--- config.mk ---
export PLATFORM = sky130hd
export DESIGN_NAME = ray_unit_queued
export DESIGN_NICKNAME = d
export VERILOG_FILES = /design/src/rtl/ray_pkg.sv /design/src/rtl/ray_fifo.sv /design/src/rtl/ray_unit_queued.sv
export SDC_FILE = /design/constraint.sdc
export NUM_CORES = 1
export LEC_CHECK = 0
export CELL_PAD_IN_SITES_DETAIL_PLACEMENT = 0
export CELL_PAD_IN_SITES_GLOBAL_PLACEMENT = 1
export CORE_MARGIN = 10
export CORE_UTILIZATION = 35
export CTS_BUF_LIST = sky130_fd_sc_hd__clkbuf_16
export DETAILED_ROUTE_END_ITERATION = 7
export PLACE_DENSITY = 0.74
export SYNTH_ARGS = -nofsm -noshare
export SYNTH_HDL_FRONTEND = slang
export SYNTH_SLANG_ARGS = --single-unit
export TNS_END_PERCENT = 5
--- constraint.sdc ---
create_clock -name clock -period 7.6 [get_ports clock]
set_input_delay 0.76 -clock clock [delete_from_list [all_inputs] [get_ports clock]]
set_output_delay 0.76 -clock clock [all_outputs]
set_load 0.1 [all_outputs]
--- src/rtl/ray_pkg.sv ---
// Shared types for the queued ray unit: coordinates, ray queue entry, FSM states
// and the octree cell mask helper.
package ray_pkg;

  localparam int POS_W  = 16;
  localparam int DATA_W = 24;
  localparam int ADDR_W = 32;
  localparam int LVL_W  = $clog2(POS_W + 1);

  typedef logic [POS_W-1:0]  position_t;
  typedef position_t [2:0]   vec3_t;
  typedef logic [DATA_W-1:0] material_t;
  typedef logic [ADDR_W-1:0] address_t;
  typedef logic [LVL_W-1:0]  level_t;

  typedef enum logic [2:0] {
    IDLE,
    TRAVERSE_START,
    TRAVERSE_WAIT,
    STEP_START,
    STEP_WAIT,
    WRITE_START,
    WRITE_WAIT
  } ray_unit_state_t;

  typedef struct packed {
    vec3_t    q;
    vec3_t    v;
    address_t address;
  } ray_entry_t;

  // Low bits that vary inside a leaf cell at the given depth; depth is pre-clamped to POS_W.
  function automatic position_t cell_mask(input level_t depth);
    logic [POS_W:0] one;
    logic [POS_W:0] m;
    one = (POS_W + 1)'(1);
    m   = (one << (POS_W - int'(depth))) - one;
    return m[POS_W-1:0];
  endfunction

endpackage

--- src/rtl/ray_fifo.sv ---
// Ray input queue: order-preserving synchronous FIFO with full/empty flags.
// Push is ignored when full and pop when empty; head entry is visible combinationally.
module ray_fifo
  import ray_pkg::*;
#(
  parameter int DEPTH = 4
) (
  input  logic       clk,
  input  logic       rst_n,
  input  logic       i_push,
  input  logic       i_pop,
  input  ray_entry_t i_dat,
  output ray_entry_t o_dat,
  output logic       o_full,
  output logic       o_empty
);

  localparam int AW = $clog2(DEPTH);

  ray_entry_t  r_mem [DEPTH];
  logic [AW:0] r_wr_ptr;
  logic [AW:0] r_rd_ptr;
  logic        w_do_push;
  logic        w_do_pop;

  // Extra pointer bit distinguishes full from empty when the indices match.
  assign o_empty   = (r_wr_ptr == r_rd_ptr);
  assign o_full    = (r_wr_ptr[AW] != r_rd_ptr[AW]) && (r_wr_ptr[AW-1:0] == r_rd_ptr[AW-1:0]);
  assign w_do_push = i_push && !o_full;
  assign w_do_pop  = i_pop && !o_empty;
  assign o_dat     = r_mem[r_rd_ptr[AW-1:0]];

  always_ff @(posedge clk or negedge rst_n) begin
    if (!rst_n) begin
      r_wr_ptr <= '0;
      r_rd_ptr <= '0;
    end else begin
      if (w_do_push) r_wr_ptr <= r_wr_ptr + (AW + 1)'(1);
      if (w_do_pop)  r_rd_ptr <= r_rd_ptr + (AW + 1)'(1);
    end
  end

  always_ff @(posedge clk) begin
    if (w_do_push) r_mem[r_wr_ptr[AW-1:0]] <= i_dat;
  end

endmodule

--- src/rtl/ray_unit_queued.sv ---
// Queued ray unit: pops one ray at a time and loops traverse/step until hit, exit or
// step budget, then writes the pixel. Sub-units are driven through one-cycle start pulses.
module ray_unit_queued
  import ray_pkg::*;
#(
  parameter int DEPTH_WIDTH    = 5,
  parameter int RAY_FIFO_DEPTH = 4,
  parameter int MAX_STEPS      = 255
) (
  input  logic                   clock,
  input  logic                   reset,
  input  logic                   rayValid,
  output logic                   rayReady,
  input  logic [3*POS_W-1:0]     rayQ,
  input  logic [3*POS_W-1:0]     rayV,
  input  logic [ADDR_W-1:0]      rayPixelAddress,
  input  logic [DATA_W-1:0]      background,
  output logic                   idle,
  output logic                   traverseStart,
  output logic [3*POS_W-1:0]     traversePosition,
  input  logic                   traverseDone,
  input  logic [DATA_W-1:0]      traverseMaterial,
  input  logic [DEPTH_WIDTH-1:0] traverseDepth,
  output logic                   stepStart,
  output logic [3*POS_W-1:0]     stepQ,
  output logic [3*POS_W-1:0]     stepV,
  output logic [3*POS_W-1:0]     stepL,
  output logic [3*POS_W-1:0]     stepU,
  input  logic                   stepDone,
  input  logic                   stepOutOfBounds,
  input  logic [3*POS_W-1:0]     stepQp,
  output logic                   writeStart,
  output logic [ADDR_W-1:0]      writeAddress,
  output logic [DATA_W-1:0]      writePixel,
  input  logic                   writeDone,
  output logic [31:0]            raysCompleted,
  output logic [15:0]            raysTimedOut
);

  localparam int STEP_WIDTH = $clog2(MAX_STEPS + 1);

  ray_entry_t             w_push_dat;
  ray_entry_t             w_head;
  logic                   w_full;
  logic                   w_empty;
  logic                   w_pop;
  level_t                 w_depth_clamp;
  position_t              w_mask;
  vec3_t                  w_step_l;
  vec3_t                  w_step_u;
  logic [STEP_WIDTH-1:0]  w_step_next;
  logic                   w_budget_hit;

  ray_unit_state_t        r_state;
  vec3_t                  r_q;
  vec3_t                  r_v;
  address_t               r_addr;
  material_t              r_pixel;
  level_t                 r_depth;
  logic [STEP_WIDTH-1:0]  r_step_cnt;
  logic                   r_trav_start;
  logic                   r_step_start;
  logic                   r_write_start;
  logic [31:0]            r_completed;
  logic [15:0]            r_timed_out;

  assign w_push_dat = {rayQ, rayV, rayPixelAddress};
  assign w_pop      = (r_state == IDLE) && !w_empty;

  ray_fifo #(.DEPTH(RAY_FIFO_DEPTH)) u_fifo (
    .clk     (clock),
    .rst_n   (reset),
    .i_push  (rayValid),
    .i_pop   (w_pop),
    .i_dat   (w_push_dat),
    .o_dat   (w_head),
    .o_full  (w_full),
    .o_empty (w_empty)
  );

  always_comb begin
    if (int'(traverseDepth) > POS_W) w_depth_clamp = LVL_W'(POS_W);
    else                             w_depth_clamp = LVL_W'(traverseDepth);
  end

  always_comb begin
    w_mask = cell_mask(r_depth);
    for (int i = 0; i < 3; i++) begin
      w_step_l[i] = r_q[i] & ~w_mask;
      w_step_u[i] = r_q[i] | w_mask;
    end
  end

  assign w_step_next  = r_step_cnt + STEP_WIDTH'(1);
  assign w_budget_hit = (w_step_next == STEP_WIDTH'(MAX_STEPS));

  // Reset depth is a full-depth leaf so the bounds outputs read zero alongside q.
  always_ff @(posedge clock or negedge reset) begin
    if (!reset) begin
      r_state       <= IDLE;
      r_q           <= '0;
      r_v           <= '0;
      r_addr        <= '0;
      r_pixel       <= '0;
      r_depth       <= LVL_W'(POS_W);
      r_step_cnt    <= '0;
      r_trav_start  <= 1'b0;
      r_step_start  <= 1'b0;
      r_write_start <= 1'b0;
      r_completed   <= '0;
      r_timed_out   <= '0;
    end else begin
      r_trav_start  <= 1'b0;
      r_step_start  <= 1'b0;
      r_write_start <= 1'b0;
      case (r_state)
        IDLE: begin
          if (!w_empty) begin
            r_q          <= w_head.q;
            r_v          <= w_head.v;
            r_addr       <= w_head.address;
            r_step_cnt   <= '0;
            r_trav_start <= 1'b1;
            r_state      <= TRAVERSE_START;
          end
        end
        TRAVERSE_START: r_state <= TRAVERSE_WAIT;
        TRAVERSE_WAIT: begin
          if (traverseDone) begin
            r_depth <= w_depth_clamp;
            if (traverseMaterial != '0) begin
              r_pixel       <= traverseMaterial;
              r_write_start <= 1'b1;
              r_state       <= WRITE_START;
            end else begin
              r_step_start <= 1'b1;
              r_state      <= STEP_START;
            end
          end
        end
        STEP_START: r_state <= STEP_WAIT;
        STEP_WAIT: begin
          if (stepDone) begin
            if (stepOutOfBounds) begin
              r_pixel       <= background;
              r_write_start <= 1'b1;
              r_state       <= WRITE_START;
            end else begin
              r_q        <= stepQp;
              r_step_cnt <= w_step_next;
              if (w_budget_hit) begin
                r_pixel       <= background;
                r_write_start <= 1'b1;
                r_state       <= WRITE_START;
                if (r_timed_out != '1) r_timed_out <= r_timed_out + 16'd1;
              end else begin
                r_trav_start <= 1'b1;
                r_state      <= TRAVERSE_START;
              end
            end
          end
        end
        WRITE_START: r_state <= WRITE_WAIT;
        WRITE_WAIT: begin
          if (writeDone) begin
            if (r_completed != '1) r_completed <= r_completed + 32'd1;
            r_state <= IDLE;
          end
        end
        default: r_state <= IDLE;
      endcase
    end
  end

  assign rayReady         = !w_full;
  assign idle             = (r_state == IDLE) && w_empty;
  assign traverseStart    = r_trav_start;
  assign traversePosition = r_q;
  assign stepStart        = r_step_start;
  assign stepQ            = r_q;
  assign stepV            = r_v;
  assign stepL            = w_step_l;
  assign stepU            = w_step_u;
  assign writeStart       = r_write_start;
  assign writeAddress     = r_addr;
  assign writePixel       = r_pixel;
  assign raysCompleted    = r_completed;
  assign raysTimedOut     = r_timed_out;

endmodule

# --- Word level (Yosys, flattened, before mapping) ---
# Memories as Yosys holds them, arrays and structs flattened.
# Cells that the tools add are included.
totals:
  memories: 1
  regBits: 225
  input_bits: 236
  mem_bits_rw: 512
  word_cells: 113
op_classes:
  bitwise_logic: 9
  add_sub_neg: 7
  reduce_logical: 18
  mux: 39
  magnitude_cmp: 1
  n_shift: 1
  eq_ne: 19
mem_list:
  columns: ["name", "depth", "word_bits", "read_ports", "rd_ports_with_merged_regs", "write_ports", "line_no", "source"]
  rows:
  - ["u_fifo.r_mem", 4, 128, 1, 0, 1, "ray_fifo.sv:20", "ray_entry_t r_mem [DEPTH];"]
ops:
  columns: ["operator", "count"]
  rows:
  - ["$mux W48", 3]
  - ["$mux W24", 5]
  - ["$pmux W48 S2", 1]
  - ["$and A16 B16 Y16", 3]
  - ["$or A16 B16 Y16", 3]
  - ["$pmux W24 S2", 1]
  - ["$add A32 B1 Y32 const B", 1]
  - ["$ne A32 B32 Y1 const B", 1]
  - ["$shl A1 B32 Y16 const A", 1]
  - ["$mux W8", 3]
  - ["$reduce_bool A24 Y1", 1]
  - ["$mux W3", 7]
  - ["$pmux W3 S7", 1]
  - ["$add A16 B1 Y16 const B", 1]
  - ["$ne A16 B16 Y1 const B", 1]
  - ["$not A16 Y16", 1]
  - ["$pmux W8 S2", 1]
  - ["$sub A16 B1 Y16 const B", 1]
  - ["$mux W1", 14]
  - ["$ne A2 B2 Y1 const B", 6]
  - ["$reduce_and A5 Y1", 2]
  - ["$eq A3 B3 Y1 const B", 3]
  - ["$add A8 B1 Y8 const B", 1]
  - ["$eq A8 B8 Y1 const B", 1]
  - ["other kinds (19)", 31]

# --- Logic depth before layout (Yosys ltp) ---
# Gate-level depths: netlist of the first run.
logic_depth:
  word_depth: 6
  depth_mapped: 15
  depth_no_buf: 12

# --- Hierarchy ---
# From an unflattened synthesis of the first run, not the netlist that was laid out.
hier_totals:
  hier_cells: 1769
  area_unflattened_um2: 30265.3
by_module_without_submodules:
  columns: ["mod", "cells_each", "area_each_um2", "seq_area_each_um2", "instances"]
  rows:
  - ["ray_fifo", 718, 18979.5, 15524.9, 1]
  - ["ray_unit_queued", 1051, 11285.8, 5481.5, 1]

# --- Worst setup path after synthesis of the first run ---
# Ideal clock, no wire load.
synth_path:
  path_type: "register to register"
  from: "reg u_fifo.r_rd_ptr[0]"
  to: "mem u_fifo.r_mem[3][0] (netlist name) (enable)"
  t_arrival_ns: 4.580
  path_stages_with_launch: 6
  setup_slack_ns: 2.515
  path_buffers: 1
  setup_ns: 0.505
  required_time_ns: 7.095
  path_cell_list: "dfrtp_1 -> clkbuf_1 -> xor2_1 -> nor2_1 -> nand2_1 -> and3_1"
synth_via:
  elab_chain_len: 6
synth_lines:
  columns: ["item", "line_no", "source"]
  rows:
  - ["start, declared", "ray_fifo.sv:22", "logic [AW:0] r_rd_ptr;"]
  - ["start signal, assigned", "ray_fifo.sv:39", "if (w_do_pop) r_rd_ptr <= r_rd_ptr + (AW + 1)'(1);"]
  - ["$eq A2 B2 Y1", "ray_fifo.sv:28", "assign o_full = (r_wr_ptr[AW] != r_rd_ptr[AW]) && (r_wr_ptr[AW-1:0] == r_rd_ptr[AW-1:0]);"]
  - ["$logic_and A1 B1 Y1", "ray_fifo.sv:28", null]
  - ["$logic_not A1 Y1", null, null]
  - ["named net rayReady", "ray_unit_queued.sv:13", "output logic rayReady,"]
  - ["$logic_and A1 B1 Y1", "ray_fifo.sv:29", "assign w_do_push = i_push && !o_full;"]
  - ["$mux W1", "ray_fifo.sv:44", "if (w_do_push) r_mem[r_wr_ptr[AW-1:0]] <= i_dat;"]
  - ["$mux W1 (not written as such)", "ray_fifo.sv:44", null]
  - ["end, declared", "ray_fifo.sv:20", null]
# The timed path passes the listed nets, and every way through them passes these cells.

# --- Worst setup path in the final report of the first run ---
layout_path:
  from: "reg r_depth[0]"
  to: "out stepL[4]"
layout_via:
  elab_chain_len: 5
layout_lines:
  columns: ["item", "line_no", "source"]
  rows:
  - ["start, declared", "ray_unit_queued.sv:59", "level_t r_depth;"]
  - ["start signal, assigned", "ray_unit_queued.sv:105", "r_depth <= LVL_W'(POS_W);"]
  - ["start signal, assigned", "ray_unit_queued.sv:130", "r_depth <= w_depth_clamp;"]
  - ["$sub A5 B5 Y6", "ray_pkg.sv:37", "m = (one << (POS_W - int'(depth))) - one;"]
  - ["$shl A1 B32 Y16", "ray_pkg.sv:37", null]
  - ["$sub A16 B1 Y16", "ray_pkg.sv:37", null]
  - ["$not A16 Y16", "ray_unit_queued.sv:89", "w_step_l[i] = r_q[i] & ~w_mask;"]
  - ["$and A16 B16 Y16", "ray_unit_queued.sv:89", null]
  - ["end, declared", "ray_unit_queued.sv:27", "output logic [3*POS_W-1:0] stepL,"]
# No other way between the ends.

==> flow_summary.yaml, run 1 <==
outcome:
  outcome: "complete, no violations"
cts:
  cts_buffers: 77
  clock_latency_ns: 0.62
  clock-sinks: 737
  h-tree-depth: 3
  postCtsHoldBufs: 0
  post-cts-setup-buffer-count: 0
  cts_root_buf: "clkbuf_16"
  tritoncts: "done"
  cts_resized: 0
  clkTransAtPathRegs_ns: 0.06
  clockBufferDepth: 3
layout:
  stdcell_count: 3508
  design_area_mm2: 0.0395
  multi_input_area_mm2: 0.00838
  seqCellArea_mm2: 0.0210
  drive_gt1_share_pct: 18.4
  n_fill_cell: 7375
  syn_to_final_growth_pct: 31.0
  num-nets-final: 2545
  layout_commonest_cell: "clkdlybuf4s50_1"
  final_cell_mix: "clkdlybuf4s50_1, edfxtp_1, dfrtp_1"
floorplanning:
  rows: 107
  die_x_um: 314
  initial_utilization_pct: 35.4
  die_y_um: 314
  boundaryPins: 585
  dieArea_mm2: 0.0983
  core_mm2: 0.0853
critical_path:
  critPathKind: "register to primary output"
  rr_startpoint: "u_fifo.r_rd_ptr[0]$_DFFE_PN0P_"
  r2r_cells: 6
  r2r_setup_slack_ns: 3.85
  critPathLaunchType: "register"
  regToRegEndpoint: "stepQ[38]$_DFFE_PN0P_"
  arrival_ns: 5.91
  cp_max_fo: 15
  required_ns: 6.84
  endpoint_kind: "primary output"
grt:
  track_usage_pct: 17.4
  grt_max_degree: 110
  antenna_found_initial: 25
  grt_pass1_wl_um: 128000
  grt_overflow: 0
  grt_pass1_vias: 18600
detailed_routing:
  drtAntennaViolNets: 0
  post-route-drc-count: 0
  wl_um: 87500
  num_vias: 17500
  first_pass_iters: 5
  drt-vias-per-instance: 5.00
  wire_per_inst_um: 24.9
  drt_iter0_drc: 1017
place:
  hpwl_um: 60100
  io_buffer_count: 584
  place.gp.congestion: 0.899
  dp_cells: 3363
  post_dp_cell_area_mm2: 0.0369
sta:
  setup-tns-final_ns: 0
  final-max-slew-violation-count: 0
  grt_setup_unrepaired: "no"
  fin_crit_ns: 6.67
  tightest_slew_ns: 1.32
  hold_viol_final: 0
  slew-limit-headroom_pct: 11.9
  post-route-period-util_pct: 87.7
  finalSetupViolations: 0
  clock-skew-final_ns: 0.0327
  max_freq_ghz: 0.150
logic_synthesis:
  ys_seq_area_share_pct: 69.7
  yosys_most_used_dff: "edfxtp_1"
  synth_warnings: 0
  syn_nets: 1990
  synth.avg_cell_area_um2: 17.3
  ys_ff_latch: 737
  syn_inst: 1743
  synth_edf_count: 512
  synthDistinctLibCells: 75
  syn_area_mm2: 0.0302
  async_reset_ff_share_pct: 30.5
min_path:
  min_path_type: "input pin to asynchronous set/reset pin"
job:
  drv_cap: 0
## final cells by class
type                            count  area share, %
Sequential cell                   737           53.2
Multi-Input combinational cell    862           21.2
Timing Repair Buffer              600           15.3
Clock buffer                       77           4.88
Tap cell                         1144           3.62
Clock inverter                     65           1.61
Inverter                           20          0.190
Antenna cell                        3         0.0190
## through the flow
stage	setup WS, ns	utilization [%]	hold slack [ns]
finish	0.932	46.3	0.105
global route	0.487	46.3	0.121
CTS	0.928	46.3	0.0881
detailed placement	1.59	43.3	0.472
global placement	1.68	43.3	0.470
floorplan	2.52	-	0.446
## worst max-delay path by stage
stage	startpoint	endpoint	slack [ns]	depth (start not counted)
2_1_floorplan	u_fifo.r_rd_ptr[0]$_DFFE_PN0P_	u_fifo.r_mem[3][0]$_DFFE_PP_	2.52	5
3_3_place_gp	r_depth[0]$_DFFE_PN0P_	stepL[8]	1.68	12
3_5_place_dp	r_depth[0]$_DFFE_PN0P_	stepU[28]	1.59	14
4_1_cts	r_depth[0]$_DFFE_PN0P_	stepU[28]	0.93	14
5_1_grt	r_depth[0]$_DFFE_PN0P_	stepU[12]	0.49	14
6_report	r_depth[0]$_DFFE_PN0P_	stepL[4]	0.93	13
## cells by family after synthesis
logic type      after synthesis  share of synthesized area, %
simple gates                355                          6.42
flops                       737                          69.7
xor+xnor                     59                          1.74
buf+inv                     144                          2.69
fa+ha+maj                    11                         0.456
mux                         310                          16.4
compound gates              127                          2.65
## state kept, by name (all words and copies together) (netlist names), 5 cells and up
register,count
writeAddress,32
r_step_cnt,8
r_depth,5
stepV,48
raysTimedOut,16
writePixel,24
u_fifo.r_mem,512
raysCompleted,32
stepQ,48
## cell usage after synthesis, types with 3 or more instances
master	instances	area, um2
dfrtp_1	224	5610
and4_1	7	61.3
a21oi_1	10	50.1
nand3_1	20	100
nor4_1	9	56.3
buf_2	24	120
or4_1	4	30.0
nor3_1	18	90.1
xnor2_1	25	219
edfxtp_1	512	15400
nor2_1	40	150
xor2_1	33	289
and2_1	48	300
nand2_1	93	349
or3_1	5	31.3
nand4_1	16	100
nor2b_1	10	62.6
buf_1	8	30.0
mux2_2	113	1270
ha_1	11	138
and3_1	10	62.6
mux2i_1	50	500
buf_4	50	375
o21ai_0	71	355
a31oi_1	4	25.0
mux4_2	128	2880
nor4_2	3	37.5
o31ai_1	4	30.0
or2_2	9	56.3
nor3b_1	4	30.0
a211oi_1	7	52.6
a21o_1	6	45.0
nand2b_1	45	282
clkbuf_1	37	139
mux2_4	19	285
inv_1	20	75.1
## per-layer routing
layer,part of all wire (%),vias up,GRT usage [%]
li1,-,7775,-
met1,39,8970,20.7
met2,50,580,29.5
met3,8.2,159,6.00
met4,2.5,42,4.93
met5,0.29,-,0
## critical path, cell delays in order, from the launching register on
cell	delay, ns
dfrtp_1	0.52
inv_1	0.22
ha_1	0.52
nand2b_1	0.17
o21ai_0	0.11
a21oi_1	0.77
nor2_1	0.20
inv_1	0.11
ha_1	0.28
nor3_1	0.10
a21o_1	0.16
a21oi_1	0.76
and2_1	0.23
clkdlybuf4s50_1	1.14
Power of run 1 is left out: the tool's default activity adds up to more than one toggle a clock period on the data nets, which glitch-free logic cannot reach.
==> run 2: changes to the inputs <==
--- a/config.mk
+++ b/config.mk
@@ -5,6 +5,7 @@
 export SDC_FILE = /design/constraint.sdc
 export NUM_CORES = 1
 export LEC_CHECK = 0
+export CAP_MARGIN = 10
 export CELL_PAD_IN_SITES_DETAIL_PLACEMENT = 0
 export CELL_PAD_IN_SITES_GLOBAL_PLACEMENT = 1
 export CORE_MARGIN = 10
==> results of run 2 <==
The final DEF is identical to that of run 1; final timing and power are the same.
Power of run 2 is left out for the same reason.
==> RTL edit, RTL diff (flow settings as in run 2) <==
Change the package constant `POS_W` from 16 to 8.
--- a/src/rtl/ray_pkg.sv
+++ b/src/rtl/ray_pkg.sv
@@ -2,7 +2,7 @@
 // and the octree cell mask helper.
 package ray_pkg;
 
-  localparam int POS_W  = 16;
+  localparam int POS_W  = 8;
   localparam int DATA_W = 24;
   localparam int ADDR_W = 32;
   localparam int LVL_W  = $clog2(POS_W + 1);
Interface: changed (8 resized); port bits go from 585 to 393. No check against the original RTL was run, so the function may have changed too.
==> RTL edit against run 2 <==
Core utilization up 0.25 points. Wire length shrank 38%. Critical path depth shrank 3. Area after synthesis decreased by 32%. First-iteration DRC count shrank 43%. Sequential cell count is 241 lower. Highest routed layer unchanged. Final area fell by 32%. Cell count down 30%. Clock skew up 0.011 ns. Setup slack better by 0.86 ns.
Power is left out: the tool's default activity adds up to more than one toggle a clock period on the data nets, which glitch-free logic cannot reach.
==> RTL edit: results (changes against run 2) <==
* Pre-CTS setup slack at 2.35 ns (+0.752 ns)
* Post-synth EDFFs at 320 (-38%)
* RR Startpoint: u_fifo.r_rd_ptr[0]
* Starting DRT DRC Count at 579 (-43%)
* Placed insts at 2352 (-30%)
* Synthesized instance count at 1265 (-27%)
* GPL Wtd Cong at 0.798 (-11%)
* Clk_lat worst skew at 0.63 ns
* Max reg flops at 320 (-38%)
* Clock Skew at 0.0433 ns (+0.0107 ns)
* Layout Nets at 1818 (-29%)
* Pin count of the biggest net entering global routing at 79 (-28%)
* Async SR Flop Fraction at 0.355 (+0.0495)
* Post-synth cell types at 68 (-9.3%)
* Commonest cells in the netlist: 320 x edfxtp_1, 175 x dfrtp_1, 80 x mux4_2, 59 x nand2_1, 53 x mux2_2
* R2r endpoint: stepQ[0]
* Placed cell area at 0.0252 mm² (-32%)
* Net count after synthesis at 1440 (-28%)
* Worst hold path class: primary input to async pin
* Maxcap violations at 0 (unchanged)
* Worst-path clk slew at 0.06 ns (about the same)
* Vias in the first global route at 12940 (-30%)
* Global-route wire length before repair at 82.8 mm (-35%)
* DR vias at 12305 (-30%)
* Status: complete, no violations
* Initial antenna violation count at 9 (-64%)
* TritonCTS Buffers at 54 (-30%)
* Non-filler cells, final at 2456 (-30%)
* Crit-path max FO at 12 (-3)
* Reg2Reg Setup Slack at 4.45 ns (+0.60 ns)
* Worst Tran Pin Value at 1.14 ns (-0.181 ns)
* Arr. time, crit path at 5.05 ns (-0.86 ns)
* Clk buf depth at 3 (unchanged)
* Cells on worst reg2reg path at 5 (-1)
* H-tree depth at 2 (-1)
* Layout cell share with drive strength beyond 1 at 0.164 (-0.0198)
* Hpwl dp at 36.9 mm (-39%)
* Register area share after synthesis at 0.679 (-0.0177)
* I/O Buffers at 392 (-33%)
* Largest cells by area after synthesis: edfxtp_1 47%, dfrtp_1 21%, mux4_2 8.7%
* Crit path largest cell delay at 1.13 ns
* Total GRT Usage at 0.153 (-0.0204)
* 1st-pass router iterations at 5 (unchanged)
* Avg WL per Cell at 22.1 µm (-11%)
RTL edit: worst max-delay path by stage:
stage                       start  slack (ns)                 end  cells after the start
2_1_floorplan  u_fifo.r_rd_ptr[1]        3.56  u_fifo.r_mem[3][0]                      4
3_3_place_gp           r_depth[0]        2.46           stepL[10]                     10
3_5_place_dp           r_depth[0]        2.35            stepL[2]                     10
4_1_cts                r_depth[0]        1.69            stepL[2]                     10
5_1_grt                r_depth[0]        1.37            stepL[2]                     10
6_report               r_depth[0]        1.79            stepL[2]                     10
RTL edit: worst max-delay path: cells and delay by family, from the launching register on:
family | cells | cell delay, ns
AOI/OAI and AO/OA | 1 | 0.14
xor gates and xnor gates | 1 | 0.73
adders and majority gates | 2 | 0.57
DFF | 1 | 0.51
buffers and inverters | 3 | 1.34
and+or+nand+nor | 3 | 1.17
RTL edit: cell type report:
| class | count | area (µm²) |
|---|---|---|
| sequential | 496 | 14000 |
| antenna | 2 | 5.00 |
| inverter | 38 | 143 |
| clock inverter | 48 | 429 |
| multi-input combinational | 643 | 6050 |
| tap | 765 | 957 |
| fill | 5049 | 31000 |
| timing repair buffer | 410 | 4060 |
| clock buffer | 54 | 1350 |
RTL edit: kinds of logic (layout without fill, tap and decap cells):
group           Yosys count  count (layout)  share of synthesized area
flops                   496             496                      0.679
buf+inv                 126             550                     0.0302
fa+ha+maj                11              11                    0.00667
other cells               0               2                          0
simple gates            284             284                     0.0793
xor+xnor                 55              55                     0.0233
compound gates          129             129                     0.0499
mux                     164             164                      0.132
RTL edit: layer usage:
layer / vias to the layer above / share of wire / track usage
li1: 5615 / - / -
met5: - / 0.0019 / 0
met4: 16 / 0.020 / 0.0407
met2: 308 / 0.50 / 0.264
met3: 82 / 0.060 / 0.0415
met1: 6284 / 0.41 / 0.186
RTL edit: per-stage QoR:
stage / util / hold slack [ns]
2_1_floorplan: - / 0.462
3_3_place_gp: 0.435 / 0.476
3_5_place_dp: 0.435 / 0.482
4_1_cts: 0.465 / 0.217
5_1_grt: 0.466 / 0.224
6_report: 0.466 / 0.184
